`src/rtl/obj_line_walker_if.sv`:
```
// Bus bundle between the OBJ line walker, the OBJ address unit, VRAM and the line buffer.
// The master side is the walker.
interface obj_line_walker_if;
  logic [5:0]  addr_x;
  logic [5:0]  addr_y;
  logic [6:0]  addr_hsize;
  logic [14:0] addr_in;
  logic        vram_req;
  logic [14:0] vram_addr;
  logic        vram_ack;
  logic [15:0] vram_data;
  logic        lb_we;
  logic [7:0]  lb_x;
  logic [7:0]  lb_index;

  modport master (
    output addr_x, addr_y, addr_hsize, vram_req, vram_addr, lb_we, lb_x, lb_index,
    input  addr_in, vram_ack, vram_data
  );
  modport slave (
    input  addr_x, addr_y, addr_hsize, vram_req, vram_addr, lb_we, lb_x, lb_index,
    output addr_in, vram_ack, vram_data
  );
endinterface

```
`src/rtl/obj_line_walker.sv`:
```
// Per-scanline OBJ pixel sequencer: walks one sprite row, fetches VRAM halfwords
// through a one-entry cache and writes opaque on-screen pixels to the line buffer.
module obj_line_walker #(
  parameter int SCREEN_W = 240
) (
  input  logic        clock,
  input  logic        reset,
  input  logic        start,
  input  logic        abort,
  input  logic [8:0]  obj_x,
  input  logic [6:0]  obj_width,
  input  logic [6:0]  obj_height,
  input  logic [5:0]  row,
  input  logic        hflip,
  input  logic        vflip,
  input  logic        palette_mode,
  input  logic [3:0]  palbank,
  obj_line_walker_if.master bus,
  output logic        busy,
  output logic        done
);
  localparam logic [8:0] SW = 9'(SCREEN_W);

  typedef enum logic [2:0] {IDLE, FETCH, REQ, WRITE, DONE} state_t;
  state_t state, state_nx;

  logic [8:0]  ox;
  logic [6:0]  w;
  logic [5:0]  h_m1, r;
  logic        hf, vf, mode;
  logic [3:0]  pb;
  logic [5:0]  col;
  logic        cache_vld, abort_done;
  logic [14:0] cache_addr, vaddr;
  logic [15:0] cache_data;

  logic [5:0] w_m1, ax, ay;
  logic [8:0] sx;
  logic       visible, last, hit, opaque;
  logic [3:0] nib;
  logic [7:0] pix_byte, index;

  always_comb begin
    w_m1     = 6'(w - 7'd1);
    ax       = hf ? (w_m1 - col) : col;
    ay       = vf ? (h_m1 - r) : r;
    sx       = ox + {3'b0, col};
    visible  = sx < SW;
    last     = col == w_m1;
    hit      = cache_vld && (cache_addr == bus.addr_in);
    nib      = cache_data[{ax[1:0], 2'b00} +: 4];
    pix_byte = cache_data[{ax[0], 3'b000} +: 8];
    index    = mode ? pix_byte : {pb, nib};
    opaque   = mode ? |pix_byte : |nib;
  end

  assign bus.addr_x     = ax;
  assign bus.addr_y     = ay;
  assign bus.addr_hsize = {3'b0, w[6:3]};
  assign bus.vram_addr  = vaddr;
  // req drops in the abort cycle itself so the memory side sees no stale request
  assign bus.vram_req   = (state == REQ) && !abort;
  assign bus.lb_we      = (state == WRITE) && opaque;
  assign bus.lb_x       = sx[7:0];
  assign bus.lb_index   = index;
  assign busy           = state != IDLE;
  assign done           = (state == DONE) || abort_done;

  always_comb begin
    state_nx = state;
    unique case (state)
      IDLE:  if (start) state_nx = FETCH;
      FETCH: if (!visible) state_nx = last ? DONE : FETCH;
             else state_nx = hit ? WRITE : REQ;
      REQ:   if (bus.vram_ack) state_nx = WRITE;
      WRITE: state_nx = last ? DONE : FETCH;
      DONE:  state_nx = IDLE;
      default: state_nx = IDLE;
    endcase
    if (abort) state_nx = IDLE;
  end

  always_ff @(posedge clock or posedge reset) begin
    if (reset) begin
      state      <= IDLE;
      ox         <= '0;
      w          <= '0;
      h_m1       <= '0;
      r          <= '0;
      hf         <= 1'b0;
      vf         <= 1'b0;
      mode       <= 1'b0;
      pb         <= '0;
      col        <= '0;
      cache_vld  <= 1'b0;
      cache_addr <= '0;
      cache_data <= '0;
      vaddr      <= '0;
      abort_done <= 1'b0;
    end else begin
      state      <= state_nx;
      abort_done <= abort && (state != IDLE) && (state != DONE);
      if (state == IDLE && start && !abort) begin
        ox        <= obj_x;
        w         <= obj_width;
        h_m1      <= 6'(obj_height - 7'd1);
        r         <= row;
        hf        <= hflip;
        vf        <= vflip;
        mode      <= palette_mode;
        pb        <= palbank;
        col       <= '0;
        cache_vld <= 1'b0;
      end
      if (!abort && !last && (state == WRITE || (state == FETCH && !visible)))
        col <= col + 6'd1;
      if (!abort && state == FETCH && visible && !hit)
        vaddr <= bus.addr_in;
      if (!abort && state == REQ && bus.vram_ack) begin
        cache_data <= bus.vram_data;
        cache_addr <= vaddr;
        cache_vld  <= 1'b1;
      end
    end
  end
endmodule
```
`src/flat_wrapper.sv`:
```
// flat-port wrapper written by rule: the top's interface ports become plain ports
module obj_line_walker_flat 
#(
  parameter int SCREEN_W = 240
)
  (clock, reset, start, abort, obj_x, obj_width, obj_height, row, hflip, vflip, palette_mode, palbank, busy, done, bus_addr_x, bus_addr_y, bus_addr_hsize, bus_vram_req, bus_vram_addr, bus_lb_we, bus_lb_x, bus_lb_index, bus_addr_in, bus_vram_ack, bus_vram_data);
  obj_line_walker_if bus_i ();
  input  logic clock;
  input  logic reset;
  input  logic start;
  input  logic abort;
  input  logic [8:0] obj_x;
  input  logic [6:0] obj_width;
  input  logic [6:0] obj_height;
  input  logic [5:0] row;
  input  logic hflip;
  input  logic vflip;
  input  logic palette_mode;
  input  logic [3:0] palbank;
  output logic busy;
  output logic done;
  output wire logic [$bits(bus_i.addr_x)-1:0] bus_addr_x;
  output wire logic [$bits(bus_i.addr_y)-1:0] bus_addr_y;
  output wire logic [$bits(bus_i.addr_hsize)-1:0] bus_addr_hsize;
  output wire logic [$bits(bus_i.vram_req)-1:0] bus_vram_req;
  output wire logic [$bits(bus_i.vram_addr)-1:0] bus_vram_addr;
  output wire logic [$bits(bus_i.lb_we)-1:0] bus_lb_we;
  output wire logic [$bits(bus_i.lb_x)-1:0] bus_lb_x;
  output wire logic [$bits(bus_i.lb_index)-1:0] bus_lb_index;
  input wire logic [$bits(bus_i.addr_in)-1:0] bus_addr_in;
  input wire logic [$bits(bus_i.vram_ack)-1:0] bus_vram_ack;
  input wire logic [$bits(bus_i.vram_data)-1:0] bus_vram_data;
  assign bus_addr_x = bus_i.addr_x;
  assign bus_addr_y = bus_i.addr_y;
  assign bus_addr_hsize = bus_i.addr_hsize;
  assign bus_vram_req = bus_i.vram_req;
  assign bus_vram_addr = bus_i.vram_addr;
  assign bus_lb_we = bus_i.lb_we;
  assign bus_lb_x = bus_i.lb_x;
  assign bus_lb_index = bus_i.lb_index;
  assign bus_i.addr_in = bus_addr_in;
  assign bus_i.vram_ack = bus_vram_ack;
  assign bus_i.vram_data = bus_vram_data;
  obj_line_walker #(.SCREEN_W(SCREEN_W)) u_core (.clock(clock), .reset(reset), .start(start), .abort(abort), .obj_x(obj_x), .obj_width(obj_width), .obj_height(obj_height), .row(row), .hflip(hflip), .vflip(vflip), .palette_mode(palette_mode), .palbank(palbank), .bus(bus_i), .busy(busy), .done(done));
endmodule
```
`config.mk`:
```
export PLATFORM = sky130hd
export DESIGN_NAME = obj_line_walker_flat
export DESIGN_NICKNAME = d
export VERILOG_FILES = /design/src/rtl/obj_line_walker_if.sv /design/src/rtl/obj_line_walker.sv /design/src/flat_wrapper.sv
export SDC_FILE = /design/constraint.sdc
export NUM_CORES = 1
export LEC_CHECK = 0
export CORE_MARGIN = 2
export CORE_UTILIZATION = 55
export CTS_BUF_LIST = sky130_fd_sc_hd__clkbuf_8
export DETAILED_ROUTE_END_ITERATION = 7
export GPL_ROUTABILITY_DRIVEN = 0
export PLACE_DENSITY = 0.84
export SKIP_CTS_REPAIR_TIMING = 1
export SLEW_MARGIN = 40
export SYNTH_ARGS = -nofsm -noshare
export SYNTH_HDL_FRONTEND = slang
export SYNTH_SLANG_ARGS = --single-unit
```
`constraint.sdc`:
```
create_clock -name clock -period 4.5 [get_ports clock]
set_input_delay 0.9 -clock clock [delete_from_list [all_inputs] [get_ports clock]]
set_output_delay 0.9 -clock clock [all_outputs]
set_load 0.02 [all_outputs]
```
Word level (Yosys, flattened, before mapping):

Cells that the tools add are included.

* $add $sub $neg: 6
* magnitude comparators: 1
* equal/unequal tests: 9
* shift-type cells: 2
* multiplexer cells: 15
* reduce and logical (&&, ||, !) cells: 27

Operators by type and width (count)
* 6-bit 2-to-1 mux: 4
* 16-bit by 5-bit indexed part select with 4-bit output: 1
* 16-bit by 5-bit indexed part select with 8-bit output: 1
* 15-bit == test: 1
* 3-bit 2-to-1 mux: 5
* 1-bit logical AND: 14
* 3-bit case mux with 4 select lines: 1
* 6-bit by 1-bit subtractor with 6-bit output, second input constant: 2
* 6-bit subtractor: 2
* 9-bit by 6-bit adder with 9-bit output: 1
* 9-bit by 8-bit less-than comparator with 1-bit output, second input constant: 1
* 3-bit inequality test, second input constant: 3
* 8-bit 2-to-1 mux: 1
* 8-bit OR reduction: 1
* 6-bit by 1-bit adder with 6-bit output, second input constant: 1
* 3-bit by 2-bit == test with 1-bit output, second input constant: 2
* 6-bit == test: 1
* 1-bit zero test: 4
* 1-bit 2-to-1 mux: 4
* 2-bit nonzero test: 2
* 4-bit OR reduction: 1
* 3-bit by 1-bit == test with 1-bit output, second input constant: 1
* 3-bit == test, second input constant: 1
* 3-bit zero test: 1
* 3 further kinds: 4

* flip-flop bits (word level): 92
* input port bits: 72
* output and inout bits: 54
* word-level logic and storage cells: 75

Logic depth before layout (Yosys ltp):

* depth after elaboration: 7
* mapped depth: 12
* gate-level depth less buffers: 11

Worst setup path before layout:

No wires, ideal clock.

* path type: register -> output
* from: register u_core.w[0]
* to: output port bus_lb_we
* arrival: 3210 ps
* required time: 3600 ps
* path slack: 390 ps
* stages on the path, launching flop included: 10
* buffers on the path: 0
* cell sequence: dfrtp_1 inv_1 ha_1 fa_1 a21oi_2 mux2_1 nor2_1 a21oi_1 nor2_1 a2111oi_0

* word-level cells in the longest chain between the ends: 7
* elaborated cells on any way between the ends: 9
* classes of those cells: add/sub (2); shift (2); mux (2); reduce/logical (3)

RTL lines
* start, declared: line obj_line_walker.sv:28 `logic [6:0] w;`
* start signal, assigned: line obj_line_walker.sv:105 `w <= obj_width;`
* 6-bit by 1-bit subtractor with 6-bit output: line obj_line_walker.sv:44 `w_m1 = 6'(w - 7'd1);`
* 6-bit subtractor: line obj_line_walker.sv:45 `ax = hf ? (w_m1 - col) : col;`
* 6-bit 2-to-1 mux: line obj_line_walker.sv:45
* named net bus_addr_x[1]: line flat_wrapper.sv:22 `output wire logic [$bits(bus_i.addr_x)-1:0] bus_addr_x;`
* 16-bit by 5-bit indexed part select with 4-bit output: line obj_line_walker.sv:51 `nib = cache_data[{ax[1:0], 2'b00} +: 4];`
* 4-bit OR reduction: line obj_line_walker.sv:54 `opaque = mode ? |pix_byte : |nib;`
* 1-bit 2-to-1 mux: line obj_line_walker.sv:54
* 1-bit logical AND: line obj_line_walker.sv:63 `assign bus.lb_we = (state == WRITE) && opaque;`
* end, declared: line flat_wrapper.sv:27 `output wire logic [$bits(bus_i.lb_we)-1:0] bus_lb_we;`

The timed path passes the listed nets, and every way through them passes these cells.

Worst setup path after layout:

* from: register u_core.w[0]
* to: output port bus_lb_index[2]

* word-level cells in the longest chain between the ends: 5
* elaborated cells on any way between the ends: 6
* classes of those cells: add/sub (2); shift (2); mux (2)

RTL lines
* 6-bit by 1-bit subtractor with 6-bit output (*): line obj_line_walker.sv:44
* 6-bit subtractor (*): line obj_line_walker.sv:45
* 6-bit 2-to-1 mux (*): line obj_line_walker.sv:45
* 16-bit by 5-bit indexed part select with 4-bit output or 16-bit by 5-bit indexed part select with 8-bit output (tied branches): line obj_line_walker.sv:51, obj_line_walker.sv:52
* 8-bit 2-to-1 mux (*): line obj_line_walker.sv:53 `index = mode ? pix_byte : {pb, nib};`
* end, declared: line flat_wrapper.sv:29 `output wire logic [$bits(bus_i.lb_index)-1:0] bus_lb_index;`

Every way passes the cells marked *; elsewhere a longest branch is shown, timed or not.

==> impl_summary.txt <==
----------------------------------------------------
[STA]
  Worst slew margin ... 0.633
  Unrepaired setup endpoints after global routing ... no
  Worst-Margin Slew ... 0.551 ns
  Time the final worst path needs with I/O delays and setup ... 4.19 ns
  Max Slew Vio Count ... 0
  Fmax ... 238 MHz
  Part of the cycle the worst path needs ... 0.932
  Hold WS ... 0.499 ns
  Worst clock skew ... 0.0175 ns
  Final count of hold timing violations ... 0
  Setup violations, final ... 0

[Run]
  Maximum capacitance violations ... 0

[Yosys]
  Sequential area share after synthesis ... 0.443
  Number of distinct library cells after synthesis ... 59
  Fraction of synthesis flops using an asynchronous set or reset pin ... 1.00
  Post-synth EDFFs ... 0
  Combined area of all synthesized cells ... ~5200 um^2
  Fraction of synthesized cell area taken by the top area cell type ... 0.443
  Biggest area contributors in the synthesized netlist ... dfrtp_1 44%, mux2_1 16%, xnor2_1 4.9%, ha_1 4.6%, mux2i_1 2.7%
  Library cell with the highest instance count after synthesis ... dfrtp_1
  Top cells by count, synth ... 92 x dfrtp_1, 73 x mux2_1, 29 x inv_1, 29 x xnor2_1, 25 x nor2_1
  Mean post-synth cell area ... between 10 and 15 um^2
  Count of state elements after synthesis ... 92
  Top cell type by total area after synthesis ... dfrtp_1
  Synthesized instance count ... ~460
  Yosys synthesis warning count ... 0
  Most common flop cell mapped by yosys ... dfrtp_1

[Die]
  Rows ... 35
  Number of primary I/O pins ... 126
  Die Ht ... 101 um
  Initial standard-cell utilization of the core ... 0.565
  Total core area ... ~9000 um^2
  Floorplan die area ... 10200 um^2
  Die Span X ... 101 um

[Critical path]
  Reg2Reg Launch Point ... u_core.col[0]$_DFFE_PP0P_
  R2R setup slack ... 1.06 ns
  Critical path fanouts, max ... 6
  Startpoint types ... flip-flop
  Worst R2R Path Depth ... 10
  Worst Setup End Kind ... primary output
  Library cell contributing the largest single delay on the critical path ... mux4_2
  Type of the setup path with the least slack ... flip-flop to primary output
  Data arrival, critical path ... 3.29 ns
  Worst EP required ... 3.60 ns
  Worst r2r dst ... u_core.bus.vram_addr[13]$_DFFE_PP0P_
  CP max stage delay ... 0.57 ns
  Worst-path cell chain ... inv_1 > ha_1 > fa_1 > a21oi_4 > mux4_2 > nor2_1 > a21oi_1 > clkdlybuf4s50_1

[Layout]
  Net count, final ... 674
  Fraction of layout instances using a drive strength above 1 ... 0.0684
  Area grow syn2layout ... 29.1%
  Non-filler cells, final ... 696
  Final standard cell utilization of the core ... 0.729
  Diodes inserted ... 0

[Global routing]
  Antenna violations before repair ... 0
  Overall Global Routing Usage ... 0.237
  Grt total ovfl ... 0
  Pin count of the biggest net entering global routing ... 46
  Vias in the first global route ... between 3000 and 4000
  Global-route wire length before repair ... 19000 um

[Clock tree]
  Master cell of the clock root buffer ... clkbuf_8
  Num CTS Buffers ... 9
  Clock sink count ... 92
  Clock network latency to the later pin of the worst-skew pair ... 0.37 ns
  TritonCTS clock tree ... yes
  Clock edge transition at the registers on the reported setup and hold paths ... around 0.10 ns
  Buffer levels on the longest clock path ... 2
  CTS H-Tree Depth ... 3

[Min path]
  Critical hold path startpoint ... u_core.cache_vld$_DFFE_PP0P_
  Hold path cells ... 2
  WHS Endpoint ... u_core.cache_vld$_DFFE_PP0P_
  Path class of the lowest-slack min-delay path ... flip-flop to flip-flop

[Drt]
  Antenna Nets Post-Route ... 0
  Vias per std cell ... approximately 5.5
  Drt wl/cell ... 16.4 um
  Detailed-router iteration count before antenna repair ... 4
  Vias after detailed routing ... 3850
  Number of DRC violations after detailed-routing iteration 0 ... 186
  Total length of routed wires ... between 10000 and 15000 um
  Number of remaining DRC errors ... 0

[Power]
  Final total power ... 5.86 mW
  Power density over the cells ... between 800 and 900 nW/um^2
  IR drop worst, VDD ... ~0.46 mV
  Static leakage power ... between 2 and 3 nW

[Placement]
  DPL Wire Length ... 8740 um
  Inst Count DP ... 680
  Number of port buffers ... 121

[Status]
  Result of the run ... complete, no violations

----------------------------------------------------
[state kept, by name, indices dropped and copies added, names as in the netlist, 3 cells and up]
signal	cells
u_core.bus.vram_addr	15
u_core.cache_addr	15
u_core.cache_data	16
u_core.col	6
u_core.h_m1	6
u_core.ox	9
u_core.pb	4
u_core.r	6
u_core.state	3
u_core.w	7
[per-layer routing]
metal,vias up,global-route usage,share of wire
met4,0,0.0780,0.014
met2,108,0.388,0.48
met1,1871,0.311,0.44
met3,13,0.0607,0.061
met5,-,0,0
li1,1858,-,-
[final cells by class]
| class | instances | area, um^2 |
|---|---|---|
| Inverter | 29 | 111 |
| Clock buffer | 9 | 124 |
| Timing Repair Buffer | 126 | 1250 |
| Fill cell | 694 | 2490 |
| Clock inverter | 7 | 93.8 |
| Multi-Input combinational cell | 322 | 2680 |
| Tap cell | 111 | 139 |
| Sequential cell | 92 | 2300 |
[critical path, delay by kind of cell (launching register included)]
kind,cells,cell delay (ns)
AOI/OAI and AO/OA,2,0.38
buffers and inverters,2,0.63
muxes,1,0.57
adders and majority gates,2,0.85
DFF,1,0.42
and+or+nand+nor,1,0.10
[worst max-delay path by stage]
stage	from	end	slack (ns)	depth (start not counted)
floorplan	u_core.w[0]$_DFFE_PP0P_	bus_lb_we	0.39	9
global placement	u_core.w[0]$_DFFE_PP0P_	bus_lb_we	0.31	10
detailed placement	u_core.w[0]$_DFFE_PP0P_	bus_lb_we	0.27	10
CTS	u_core.w[0]$_DFFE_PP0P_	bus_lb_we	-0.16	10
global route	u_core.w[0]$_DFFE_PP0P_	bus_lb_index[2]	0.12	8
finish	u_core.w[0]$_DFFE_PP0P_	bus_lb_index[2]	0.31	8
[logic make-up after synthesis]
kind of cell,Yosys count,share of synthesized area
AO/OA/AOI/OAI,73,0.0930
XOR/XNOR,35,0.0617
adder cells (fa/ha/maj),22,0.0573
buffers and inverters,50,0.0443
flip-flops,92,0.443
multiplexers,94,0.207
other,1,0.000722
AND/OR/NAND/NOR,95,0.0928
[layout by cell type (no fill, tap or decap), types with 9 or more instances in the layout]
cell type,n
clkdlybuf4s50_1,120
dfrtp_1,92
mux2_1,73
xnor2_1,29
inv_1,28
nor2_1,25
nand2_1,22
a21oi_1,22
ha_1,19
o21ai_1,15
mux2i_1,14
clkbuf_8,9
[report_power, final]
group	total, mW	switching [mW]	internal (mW)	leakage [nW]
Sequential	1.61	0.397	1.22	1.13
Clock	0.574	0.348	0.226	0.107
Combinational	3.67	1.84	1.83	1.71
[through the flow]
step           cell area [um^2]  setup TNS [ns]  setup WS [ns]
3_5_place_dp               6470               0          0.271
2_1_floorplan              5200               0          0.390
6_report                   6700               0          0.307
4_1_cts                    6690          -0.160         -0.160
3_3_place_gp               6470               0          0.312
5_1_grt                    6700               0          0.116
No activity file was read; power rests on OpenSTA's default activity.
